==> src/rtl/program_loader_if.sv <==
// Loader-side bus: byte stream in, instruction-memory init port and status out.
// The slave modport is the loader's view; master is the system/stream side.
interface program_loader_if #(
  parameter int ADDR_W = 12
) ();
  logic              start;
  logic              rx_valid;
  logic [7:0]        rx_data;
  logic              rx_ready;
  logic              init_mode;
  logic [ADDR_W-1:0] init_address;
  logic [31:0]       init_instruction;
  logic              write_enable;
  logic              busy;
  logic              done;
  logic              error;
  logic [15:0]       word_count;

  modport slave (
    input  start, rx_valid, rx_data,
    output rx_ready, init_mode, init_address, init_instruction,
           write_enable, busy, done, error, word_count
  );

  modport master (
    output start, rx_valid, rx_data,
    input  rx_ready, init_mode, init_address, init_instruction,
           write_enable, busy, done, error, word_count
  );
endinterface

==> src/rtl/program_loader.sv <==
// Length-prefixed byte-stream loader: assembles big-endian 32-bit words and
// writes them into instruction memory through its init port.
module program_loader #(
  parameter int DEPTH   = 4096,
  parameter int ADDR_W  = 12,
  parameter int TIMEOUT = 65535
) (
  input  logic              clk,
  input  logic              rst_n,
  program_loader_if.slave   bus
);
  localparam int TW = $clog2(TIMEOUT + 1);

  typedef enum logic [2:0] {
    S_IDLE, S_LEN_HI, S_LEN_LO, S_DATA, S_WRITE, S_DONE, S_ERROR
  } state_t;

  state_t            r_state, w_next;
  logic [23:0]       r_word;
  logic [1:0]        r_byte_cnt;
  logic [ADDR_W:0]   r_widx;
  logic [TW-1:0]     r_timer;
  logic [15:0]       r_word_count;
  logic [ADDR_W-1:0] r_init_address;
  logic [31:0]       r_init_instruction;

  logic        w_rx_ready, w_xfer, w_timeout, w_last, w_idle_like;
  logic [15:0] w_n;

  assign w_rx_ready  = (r_state == S_LEN_HI) || (r_state == S_LEN_LO) || (r_state == S_DATA);
  assign w_xfer      = bus.rx_valid && w_rx_ready;
  assign w_timeout   = !w_xfer && (r_timer == TW'(TIMEOUT - 1));
  assign w_n         = {r_word_count[15:8], bus.rx_data};
  // Index is one bit wider than the address so N = DEPTH completes before wrapping
  assign w_last      = (32'(r_widx) + 32'd1) == 32'(r_word_count);
  assign w_idle_like = (r_state == S_IDLE) || (r_state == S_DONE) || (r_state == S_ERROR);

  always_comb begin
    w_next = r_state;
    case (r_state)
      S_IDLE, S_DONE, S_ERROR: if (bus.start) w_next = S_LEN_HI;
      S_LEN_HI: begin
        if (w_xfer)         w_next = S_LEN_LO;
        else if (w_timeout) w_next = S_ERROR;
      end
      S_LEN_LO: begin
        if (w_xfer) begin
          if (w_n == 16'd0)                 w_next = S_DONE;
          else if (32'(w_n) > 32'(DEPTH))   w_next = S_ERROR;
          else                              w_next = S_DATA;
        end else if (w_timeout) begin
          w_next = S_ERROR;
        end
      end
      S_DATA: begin
        if (w_xfer && r_byte_cnt == 2'd3) w_next = S_WRITE;
        else if (w_timeout)               w_next = S_ERROR;
      end
      S_WRITE: w_next = w_last ? S_DONE : S_DATA;
      default: w_next = S_IDLE;
    endcase
  end

  always_ff @(posedge clk) begin
    if (!rst_n) begin
      r_state            <= S_IDLE;
      r_word             <= '0;
      r_byte_cnt         <= '0;
      r_widx             <= '0;
      r_timer            <= '0;
      r_word_count       <= '0;
      r_init_address     <= '0;
      r_init_instruction <= '0;
    end else begin
      r_state <= w_next;
      if (w_idle_like && bus.start) begin
        r_byte_cnt <= '0;
        r_widx     <= '0;
        r_timer    <= '0;
      end
      if (w_rx_ready) begin
        if (w_xfer) r_timer <= '0;
        else        r_timer <= r_timer + TW'(1);
      end
      if (w_xfer && r_state == S_LEN_HI) r_word_count[15:8] <= bus.rx_data;
      if (w_xfer && r_state == S_LEN_LO) r_word_count[7:0]  <= bus.rx_data;
      if (w_xfer && r_state == S_DATA) begin
        r_word     <= {r_word[15:0], bus.rx_data};
        r_byte_cnt <= r_byte_cnt + 2'd1;
        // Latch the write port on the 4th byte so it is stable through WRITE
        if (r_byte_cnt == 2'd3) begin
          r_init_address     <= r_widx[ADDR_W-1:0];
          r_init_instruction <= {r_word, bus.rx_data};
        end
      end
      if (r_state == S_WRITE) r_widx <= r_widx + 1'b1;
    end
  end

  assign bus.rx_ready         = w_rx_ready;
  assign bus.init_mode        = w_rx_ready || (r_state == S_WRITE);
  assign bus.busy             = bus.init_mode;
  assign bus.write_enable     = (r_state == S_WRITE);
  assign bus.done             = (r_state == S_DONE);
  assign bus.error            = (r_state == S_ERROR);
  assign bus.init_address     = r_init_address;
  assign bus.init_instruction = r_init_instruction;
  assign bus.word_count       = r_word_count;
endmodule

==> src/flat_wrapper.sv <==
// flat-port wrapper written by rule: the top's interface ports become plain ports
module program_loader_flat 
#(
  parameter int DEPTH   = 4096,
  parameter int ADDR_W  = 12,
  parameter int TIMEOUT = 65535
)
  (clk, rst_n, bus_start, bus_rx_valid, bus_rx_data, bus_rx_ready, bus_init_mode, bus_init_address, bus_init_instruction, bus_write_enable, bus_busy, bus_done, bus_error, bus_word_count);
  program_loader_if #(.ADDR_W(ADDR_W)) bus_i ();
  input  logic clk;
  input  logic rst_n;
  input wire logic [$bits(bus_i.start)-1:0] bus_start;
  input wire logic [$bits(bus_i.rx_valid)-1:0] bus_rx_valid;
  input wire logic [$bits(bus_i.rx_data)-1:0] bus_rx_data;
  output wire logic [$bits(bus_i.rx_ready)-1:0] bus_rx_ready;
  output wire logic [$bits(bus_i.init_mode)-1:0] bus_init_mode;
  output wire logic [$bits(bus_i.init_address)-1:0] bus_init_address;
  output wire logic [$bits(bus_i.init_instruction)-1:0] bus_init_instruction;
  output wire logic [$bits(bus_i.write_enable)-1:0] bus_write_enable;
  output wire logic [$bits(bus_i.busy)-1:0] bus_busy;
  output wire logic [$bits(bus_i.done)-1:0] bus_done;
  output wire logic [$bits(bus_i.error)-1:0] bus_error;
  output wire logic [$bits(bus_i.word_count)-1:0] bus_word_count;
  assign bus_i.start = bus_start;
  assign bus_i.rx_valid = bus_rx_valid;
  assign bus_i.rx_data = bus_rx_data;
  assign bus_rx_ready = bus_i.rx_ready;
  assign bus_init_mode = bus_i.init_mode;
  assign bus_init_address = bus_i.init_address;
  assign bus_init_instruction = bus_i.init_instruction;
  assign bus_write_enable = bus_i.write_enable;
  assign bus_busy = bus_i.busy;
  assign bus_done = bus_i.done;
  assign bus_error = bus_i.error;
  assign bus_word_count = bus_i.word_count;
  program_loader #(.DEPTH(DEPTH), .ADDR_W(ADDR_W), .TIMEOUT(TIMEOUT)) u_core (.clk(clk), .rst_n(rst_n), .bus(bus_i));
endmodule
==> config.mk <==
export PLATFORM = sky130hd
export DESIGN_NAME = program_loader_flat
export DESIGN_NICKNAME = d
export VERILOG_FILES = /design/src/rtl/program_loader_if.sv /design/src/rtl/program_loader.sv /design/src/flat_wrapper.sv
export SDC_FILE = /design/constraint.sdc
export NUM_CORES = 1
export LEC_CHECK = 0
export CAP_MARGIN = 20
export CORE_AREA = 2 2 129 131
export CTS_CLUSTER_SIZE = 12
export DETAILED_ROUTE_END_ITERATION = 10
export DIE_AREA = 0 0 131 133
export PLACE_DENSITY_LB_ADDON = 0.3
export REMOVE_ABC_BUFFERS = 1
export SYNTH_ARGS = -nofsm -noshare
export SYNTH_HDL_FRONTEND = slang
export SYNTH_SLANG_ARGS = --single-unit
==> constraint.sdc <==
create_clock -name clk -period 3.3 [get_ports clk]
set_input_delay 0.66 -clock clk [delete_from_list [all_inputs] [get_ports clk]]
set_output_delay 0.66 -clock clk [all_outputs]
set_load 0.005 [all_outputs]
==> impl_metrics.env <==
export IMPL_wl_um=13900
export IMPL_slew_headroom_pct=53.2
export IMPL_synthSimpleGateAreaFrac_pct=25.1
export IMPL_finalCritPeriodShare_pct=87.6
export IMPL_dp_hpwl_um=9330
export IMPL_viasPerCell=4.95
export IMPL_critPathLaunchType="flip-flop"
export IMPL_ctsResizeCount=0
export IMPL_clock_fmax_mhz=346
export IMPL_power_leakage_uw=0.00237
export IMPL_wire_per_inst_um=14.2
export IMPL_insertion_delay_ns=0.42
export IMPL_clock_root_buffer="clkbuf_16"
export IMPL_vias=4839
export IMPL_cts_sinks=118
export IMPL_status="finished clean"
export IMPL_synth_distinct_cells=58
export IMPL_synth_edff_count=0
export IMPL_synth_top_cell_area_share_pct=42.6
export IMPL_routabilityCongestion=0.807
export IMPL_postCtsHoldBufs=0
export IMPL_port_buffers=77
export IMPL_place_inst=946
export IMPL_use_met1_pct=22.7
export IMPL_stdcell_count=978
export IMPL_slew_violations=0
export IMPL_skew_ns=0.00731
export IMPL_post_synth_top_area_cell="dfxtp_1"
export IMPL_cts_made_buffers=17
export IMPL_arrival_ns=2.23
export IMPL_setup_violations_final=0
export IMPL_clockBufferDepth=2
export IMPL_grt_overflow=0
export IMPL_synth_area_leaders="dfxtp_1, nand2_1, a21boi_0"
export IMPL_ir_drop_mv=0.406
export IMPL_dieArea_um2=17400
export IMPL_num_antenna_cells=0
export IMPL_tns_ns=0
export IMPL_core_area_um2=16200
export IMPL_synthArstFlopShare_pct=0
export IMPL_grt_start_max_net_pins=47
export IMPL_synth_ff_type="dfxtp_1"
export IMPL_grt_pass1_vias=4457
export IMPL_max_cap_viol_count=0
export IMPL_grt_util_met2_pct=25.4
export IMPL_start_util_pct=34.3
export IMPL_drc=0
export IMPL_drtAntennaViolNets=0
export IMPL_synthToLayoutAreaGrowth_pct=27.7
export IMPL_grt_usage_pct=16.8
export IMPL_use_met3_pct=4.89
export IMPL_cts_setup_buffers=0
export IMPL_synth_compound_gate_area_share_pct=22.4
export IMPL_busiest_layer="met2"
export IMPL_cp_max_fo=17
export IMPL_crit_type="flip-flop to output pin"
export IMPL_yosysWarnings=0
export IMPL_min_period_ns=2.89
export IMPL_drt_initial_drc_count=292
export IMPL_clk_pin_slew_ns=0.06
export IMPL_mostFrequentLayoutCells="nand2_1, dfxtp_1, a21boi_0, clkdlybuf4s50_1, nor2_1"
export IMPL_drive_gt1_share_pct=6.99
export IMPL_synth_cells=687
export IMPL_synth_seq_cells=118
export IMPL_fillers=1623
export IMPL_hold_class="flip-flop to flip-flop"
export IMPL_nets=761
export IMPL_cp_data_required_time_ns=2.64
export IMPL_rows=47
export IMPL_cts_tree="done"
export IMPL_grt_first_pass_wirelength_um=23100
export IMPL_io_pins=78
export IMPL_dieWidth_um=131
export IMPL_hold_viol=0
export IMPL_final_common_cell="nand2_1"
export IMPL_synthesis_area_um2=5550
export IMPL_muxShareOfSynthArea_pct=1.92
export IMPL_end_kind="output pin"
export IMPL_htree_levels=4
export IMPL_first_pass_iters=4
export IMPL_fp_dieH_um=133
export IMPL_power_density_nw_per_um2=515
export IMPL_synth_xor_area_share_pct=2.52
export IMPL_grt_setup_unrepaired="no"
export IMPL_synth_top_family_by_area="simple AND/OR/NAND/NOR gates"
export IMPL_syn_avg_cell_area_um2=8.08
export IMPL_synth_adder_area_share_pct=0.902
export IMPL_worst_pin_slew_ns=0.698
export IMPL_antenna_found_initial=0
export IMPL_ys_seq_area_share_pct=42.6
## worst max-delay path, stage by stage, from the launching register on
cell             delay (ns)
dfxtp_1                0.42
nor2_1                 0.47
nand2_1                0.10
buf_4                  0.21
inv_1                  0.10
clkdlybuf4s50_1        0.50
## cell families after synthesis
kind of cell,Yosys count
flip-flops,118
XOR/XNOR,16
AND/OR/NAND/NOR,305
adder cells (fa/ha/maj),4
multiplexers,10
buffers and inverters,60
AO/OA/AOI/OAI,174
## flip-flops by register name, indices dropped and copies added, names as in the netlist
| name | count |
|---|---|
| u_core.bus.init_address | 12 |
| u_core.r_widx | 13 |
| u_core.r_state | 3 |
| u_core.bus.word_count | 16 |
| u_core.r_timer | 16 |
| u_core.r_word | 24 |
| u_core.r_byte_cnt | 2 |
| u_core.bus.init_instruction | 32 |
## cell usage after synthesis (6+ instances only)
cell type / count
a21oi_1: 16
xor2_1: 9
a21boi_1: 11
nor4_1: 9
nand2_1: 182
o21ai_0: 24
nor2_1: 26
nor3_1: 9
nand4_1: 6
dfxtp_1: 118
mux2i_1: 8
buf_2: 12
xnor2_1: 7
a21boi_0: 85
inv_1: 10
clkbuf_1: 31
o21a_1: 8
a31oi_1: 6
nor2b_1: 12
nand3_1: 21
## power by group
part	internal, µW	switching (µW)	leakage, µW
sequential	1440	34.0	0.000951
combinational	133	178	0.00114
clock	1160	706	0.000279
## area by class of cell
class	count	area, µm²	share of cell area (%)
flip-flops and latches	118	2360	33.3
multi-input cells	509	2930	41.4
well taps	220	275	3.88
repair buffers	89	881	12.4
clock inverters	13	146	2.06
inverters	10	37.5	0.529
clock buffers	19	453	6.39
## layer usage
layer	up-vias	share of wire [%]
met4	0	1.4
met1	2268	48
met2	82	47
li1	2474	-
met5	-	0
met3	15	4.5
## per-stage QoR
stage	utilization (%)	power [µW]	hold WS [ns]	worst slack (ns)	cell area (µm²)
floorplan	-	1670	0.431	0.763	5330
global placement	40.1	1820	0.443	0.682	6490
detailed placement	40.1	1820	0.443	0.699	6490
CTS	43.8	3690	0.452	0.366	7090
global route	43.8	3800	0.469	0.221	7090
finish	43.8	3650	0.449	0.409	7090
## final timing paths
kind                             startpoint                                      endpoint  slack [ns]  depth (start not counted)
max          u_core.r_state[1]$_SDFFE_PN0P_                              bus_write_enable        0.41                          5
min          u_core.r_word[19]$_SDFFE_PN0P_  u_core.bus.init_instruction[27]$_SDFFE_PN0P_        0.45                          2
max reg2reg   u_core.r_widx[0]$_SDFFE_PN0P_                u_core.r_state[2]$_SDFFE_PN0P_        0.99                          6
min reg2reg  u_core.r_word[19]$_SDFFE_PN0P_  u_core.bus.init_instruction[27]$_SDFFE_PN0P_        0.45                          2
(Power assumes the default switching activity.)
==> patch 1: new RTL, config.mk and constraints unchanged <==
Make the reset (`rst_n`) asynchronous in one clocked block.
--- a/src/rtl/program_loader.sv
+++ b/src/rtl/program_loader.sv
@@ -61,7 +61,7 @@
     endcase
   end
 
-  always_ff @(posedge clk) begin
+  always_ff @(posedge clk or negedge rst_n) begin
     if (!rst_n) begin
       r_state            <= S_IDLE;
       r_word             <= '0;
Behaviour: differs if rst_n is asserted again (counterexample within 4 cycles, from zero or initial values and one cycle with rst_n low); with rst_n held inactive, the same outputs for 4 cycles.
==> patch 1 against the unedited design <==
  * Fmax decreased by 1.3%
  * Worst setup slack worse by 0.037 ns
  * Die area unchanged
  * Critical path depth is the same
  * Global-route usage down 1.2 points
  * Final area about the same
  * Sequential cell count stayed put
  * Wire length shrank 7.4%
  * Synthesized area is 1.2% lower
  * Cell count shrank 14%
Power is not compared: it rests on default switching activity, and its combinational part moved more than twofold at a synthesized area within 25%.
==> patch 1: results (changes against the unedited design) <==
stage	metric	value	unit	change
setup_path	R2R depth	8		+2
timing	relative slew slack	47.6	%	-5.6 points
place	I/O Buffers	77		unchanged
yosys	sequential element share of the synthesized area	53.8	%	+11 points
yosys	Synth top cells by count	118 x dfrtp_1, 107 x nand2_1, 60 x mux2_2, 47 x o21ai_0, 33 x nor2_1		
place	placed standard-cell area	6480	µm²	about the same
run_status	status	finished clean		
detailed_routing	final wirelength	12.9	mm	-7.4%
place	dpl cells	807		-15%
pwr	Pint	4.08	mW	
yosys	Post-Synth XOR/XNOR Area	3.83	%	+1.3 points
grt	largest net degree at the start of global routing	62		+32%
layout	max reg flops	32		unchanged
place	Post-DP HPWL	8.71	mm	-6.7%
detailed_routing	initial drt markers	267		-8.6%
grt	vias in the first global route	4075		-8.6%
detailed_routing	vias post-DR	4193		-13%
yosys	Synth Area in Compound Gates	8.65	%	-14 points
grt	gr usage total	15.6	%	-1.2 points
setup_path	CP arrival	2.27	ns	+0.04 ns
setup_path	Critical Path Fanout Max	19		+2
yosys	post-synthesis mux area share	12.5	%	+11 points
yosys	Syn Inst Count	529		-23%
timing	clock skew	0.00934	ns	+0.00203 ns
yosys	Post-synth ARST share	100	%	+100 points
yosys	Netlist cell types	46		-21%
min_path	Min-Delay Path Class	primary input to asynchronous set/reset pin		
place	GPL Wtd Cong	0.820		+1.7%
grt	first-pass GRT wire length	21.2	mm	-8.2%
detailed_routing	average routed wire per standard cell	15.3	µm	+8.1%
yosys	synth top area cells	dfrtp_1 54%, mux2_2 12%, nand2_1 7.3%		
yosys	adder-cell share of the synthesized area	0.912	%	+0.011 points
layout	layout cells sized above 1	17.2	%	+10 points
layout	Final Net Count	622		-18%
## patch 1: cell types whose count changed after synthesis, sizes merged, moves of 8 or more
cell / unedited run / this run
dfrtp: 0 / 118
dfxtp: 118 / 0
a21boi: 96 / 0
nand2: 182 / 108
mux2: 2 / 60
o21ai: 25 / 49
clkbuf: 31 / 8
nor2b: 12 / 3
xnor2: 7 / 16
nand3: 22 / 14
## patch 1: per-layer routing
layer  part of all wire [%]  global-route usage (%)  wire, µm  vias to the layer above
met5                      0                       0         0                        -
met4                    1.2                    4.61       153                        0
met3                    4.6                    4.16       590                       12
met2                     47                    23.4      6030                      119
met1                     47                    22.2      6080                     2080
li1                       -                       -         -                     1982
## patch 1: power by group through the flow
stage	registers, mW	clock network (mW)	logic [mW]
2_1_floorplan	2.23	0	0.909
3_3_place_gp	2.34	0	1.71
3_5_place_dp	2.34	0	1.76
4_1_cts	2.32	1.90	1.78
5_1_grt	2.40	1.97	1.94
6_report	2.32	1.87	1.75
## patch 1: worst max-delay path, cell delays in order (launching register included)
cell	delay, ns
dfrtp_1	0.49
nor2_1	0.44
nand2_1	0.10
buf_4	0.23
inv_1	0.10
clkdlybuf4s50_1	0.50
## patch 1: path summary, 6_finish.rpt
kind / from / end / slack [ns]
max: u_core.r_state[0] / bus_write_enable / 0.37
min reg2reg: u_core.r_word[23] / u_core.r_word[23] / 0.48
max in group asynchronous: rst_n / u_core.r_widx[11] / 2.20
min: rst_n / u_core.bus.init_instruction[3] / 0.31
max reg2reg: u_core.r_state[0] / u_core.r_widx[3] / 0.87
min in group clk: u_core.r_word[23] / u_core.r_word[23] / 0.48
## patch 1: cells by family after synthesis
kind of cell               Yosys count
xor gates and xnor gates            24
muxes                               61
AOI/OAI and AO/OA                   82
and+or+nand+nor                    207
DFF                                118
adders and majority gates            4
buffers and inverters               33
## patch 1: final cells by class
cell class,instances,area (µm²)
multi-input combinational,378,2380
fill,1510,9090
sequential,118,2950
inverter,6,22.5
tap,220,275
timing repair buffer,85,853
clock inverter,14,175
clock buffer,17,425
## patch 1: per-stage QoR
step	setup WS, ns	power (mW)
final	0.372	5.95
after global routing	0.217	6.32
after CTS	0.355	6.01
after detailed placement	0.601	4.10
after global placement	0.638	4.05
after floorplan	0.745	3.13
==> patch 2: new RTL, same flow settings <==
Without the edit above. `ADDR_W` is set to 12 in 3 places; all go to 11.
--- a/src/rtl/program_loader_if.sv
+++ b/src/rtl/program_loader_if.sv
@@ -1,7 +1,7 @@
 // Loader-side bus: byte stream in, instruction-memory init port and status out.
 // The slave modport is the loader's view; master is the system/stream side.
 interface program_loader_if #(
-  parameter int ADDR_W = 12
+  parameter int ADDR_W = 11
 ) ();
   logic              start;
   logic              rx_valid;
--- a/src/rtl/program_loader.sv
+++ b/src/rtl/program_loader.sv
@@ -2,7 +2,7 @@
 // writes them into instruction memory through its init port.
 module program_loader #(
   parameter int DEPTH   = 4096,
-  parameter int ADDR_W  = 12,
+  parameter int ADDR_W  = 11,
   parameter int TIMEOUT = 65535
 ) (
   input  logic              clk,
--- a/src/flat_wrapper.sv
+++ b/src/flat_wrapper.sv
@@ -2,7 +2,7 @@
 module program_loader_flat 
 #(
   parameter int DEPTH   = 4096,
-  parameter int ADDR_W  = 12,
+  parameter int ADDR_W  = 11,
   parameter int TIMEOUT = 65535
 )
   (clk, rst_n, bus_start, bus_rx_valid, bus_rx_data, bus_rx_ready, bus_init_mode, bus_init_address, bus_init_instruction, bus_write_enable, bus_busy, bus_done, bus_error, bus_word_count);
Ports: changed (resized bus_init_address); port bits go from 78 to 77. No check against the original RTL was run, so the function may have changed too.
==> patch 2 against the unedited design <==
  * Fmax increased by 0.50%
  * Sequential cell count decreased by 2
  * Count of clock-buffer cells in the layout decreased by 1
  * Wire length decreased by 4.3%
  * Clock power decreased by 8%
  * Power decreased by 7.4%
  * Hold slack got worse by 0.00056 ns
  * Synthesized area decreased by 3.0%
  * Worst setup slack improved by 0.014 ns
  * Final area decreased by 3.0%
  * Highest routed layer unchanged
==> patch 2: results (changes against the unedited design) <==
stage	metric	value	unit	change
yosys	Netlist cell types	57		-1.7%
timing	Hold WS	0.448	ns	-0.000556 ns
detailed_routing	average routed wire per standard cell	13.6	µm	-3.9%
detailed_routing	Metal-1 WL	6.55	mm	-0.79%
min_path	Hold Path Sink	u_core.bus.init_address[7]		
pwr	Static Leakage	2.31	nW	-2.3%
layout	layout cells sized above 1	7.82	%	+0.83 points
setup_path	CP max stage delay	0.61	ns	+0.11 ns
detailed_routing	initial drt markers	290		-0.68%
grt	vias in the first global route	4208		-5.6%
place	I/O Buffers	76		-1.3%
layout	Cell Count, Final, Fillers Out	974		-0.41%
place	Post-DP HPWL	8.80	mm	-5.7%
yosys	Synth top cells by count	194 x nand2_1, 116 x dfxtp_1, 78 x a21boi_0, 33 x nor2_1, 31 x o21ai_0		
grt	GR Layer Usage met1	21.6	%	-1.1 points
place	dpl cells	942		-0.42%
setup_path	slowest stage cell, crit path	dfxtp_1		
detailed_routing	met3 routed WL	565	µm	-8.7%
yosys	Syn Inst Count	680		-1.0%
grt	met2 Use GR	23.6	%	-1.8 points
yosys	synth top area cells	dfxtp_1 43%, nand2_1 14%, a21boi_0 11%		
layout	Final Net Count	757		-0.53%
setup_path	R2R depth	7		+1
timing	relative slew slack	48.6	%	-4.5 points
setup_path	FF-to-FF End	u_core.r_state[1]		
setup_path	R2R Setup Slk	1.11	ns	+0.12 ns
pwr	peak supply drop	0.360	mV	-12%
run_status	status	finished clean		
grt	gr usage total	15.7	%	-1.1 points
yosys	sequential element share of the synthesized area	43.1	%	+0.58 points
setup_path	Critical Path Start	u_core.r_state[2]		
grt	first-pass GRT wire length	21.6	mm	-6.7%
## patch 2: critical path: cells and delay by family, from the launching register on
kind	cells	cell delay [ns]
buffers and inverters	3	0.80
and+or+nand+nor	1	0.39
DFF	1	0.61
## patch 2: area by class of cell
cell class	count	area, µm²	share of cell area (%)
clock inverters	14	128	1.86
repair buffers	89	866	12.6
inverters	4	15.0	0.218
well taps	220	275	4.00
multi-input cells	513	2840	41.3
flip-flops and latches	116	2320	33.8
clock buffers	18	429	6.24
## patch 2: cell families (layout without fill, tap and decap cells)
group                      after synthesis  in the layout  share of synthesized area (%)
and+or+nand+nor                        316            316                           26.5
AOI/OAI and AO/OA                      175            175                           22.5
DFF                                    116            116                           43.1
buffers and inverters                   51            125                           4.02
xor gates and xnor gates                17             17                           2.77
adders and majority gates                4              4                          0.930
muxes                                    1              1                          0.209
## patch 2: where the power goes
part / leakage [nW] / internal (mW) / switching (mW)
Sequential: 0.935 / 1.41 / 0.0214
Clock: 0.263 / 1.04 / 0.681
Combinational: 1.12 / 0.0991 / 0.129
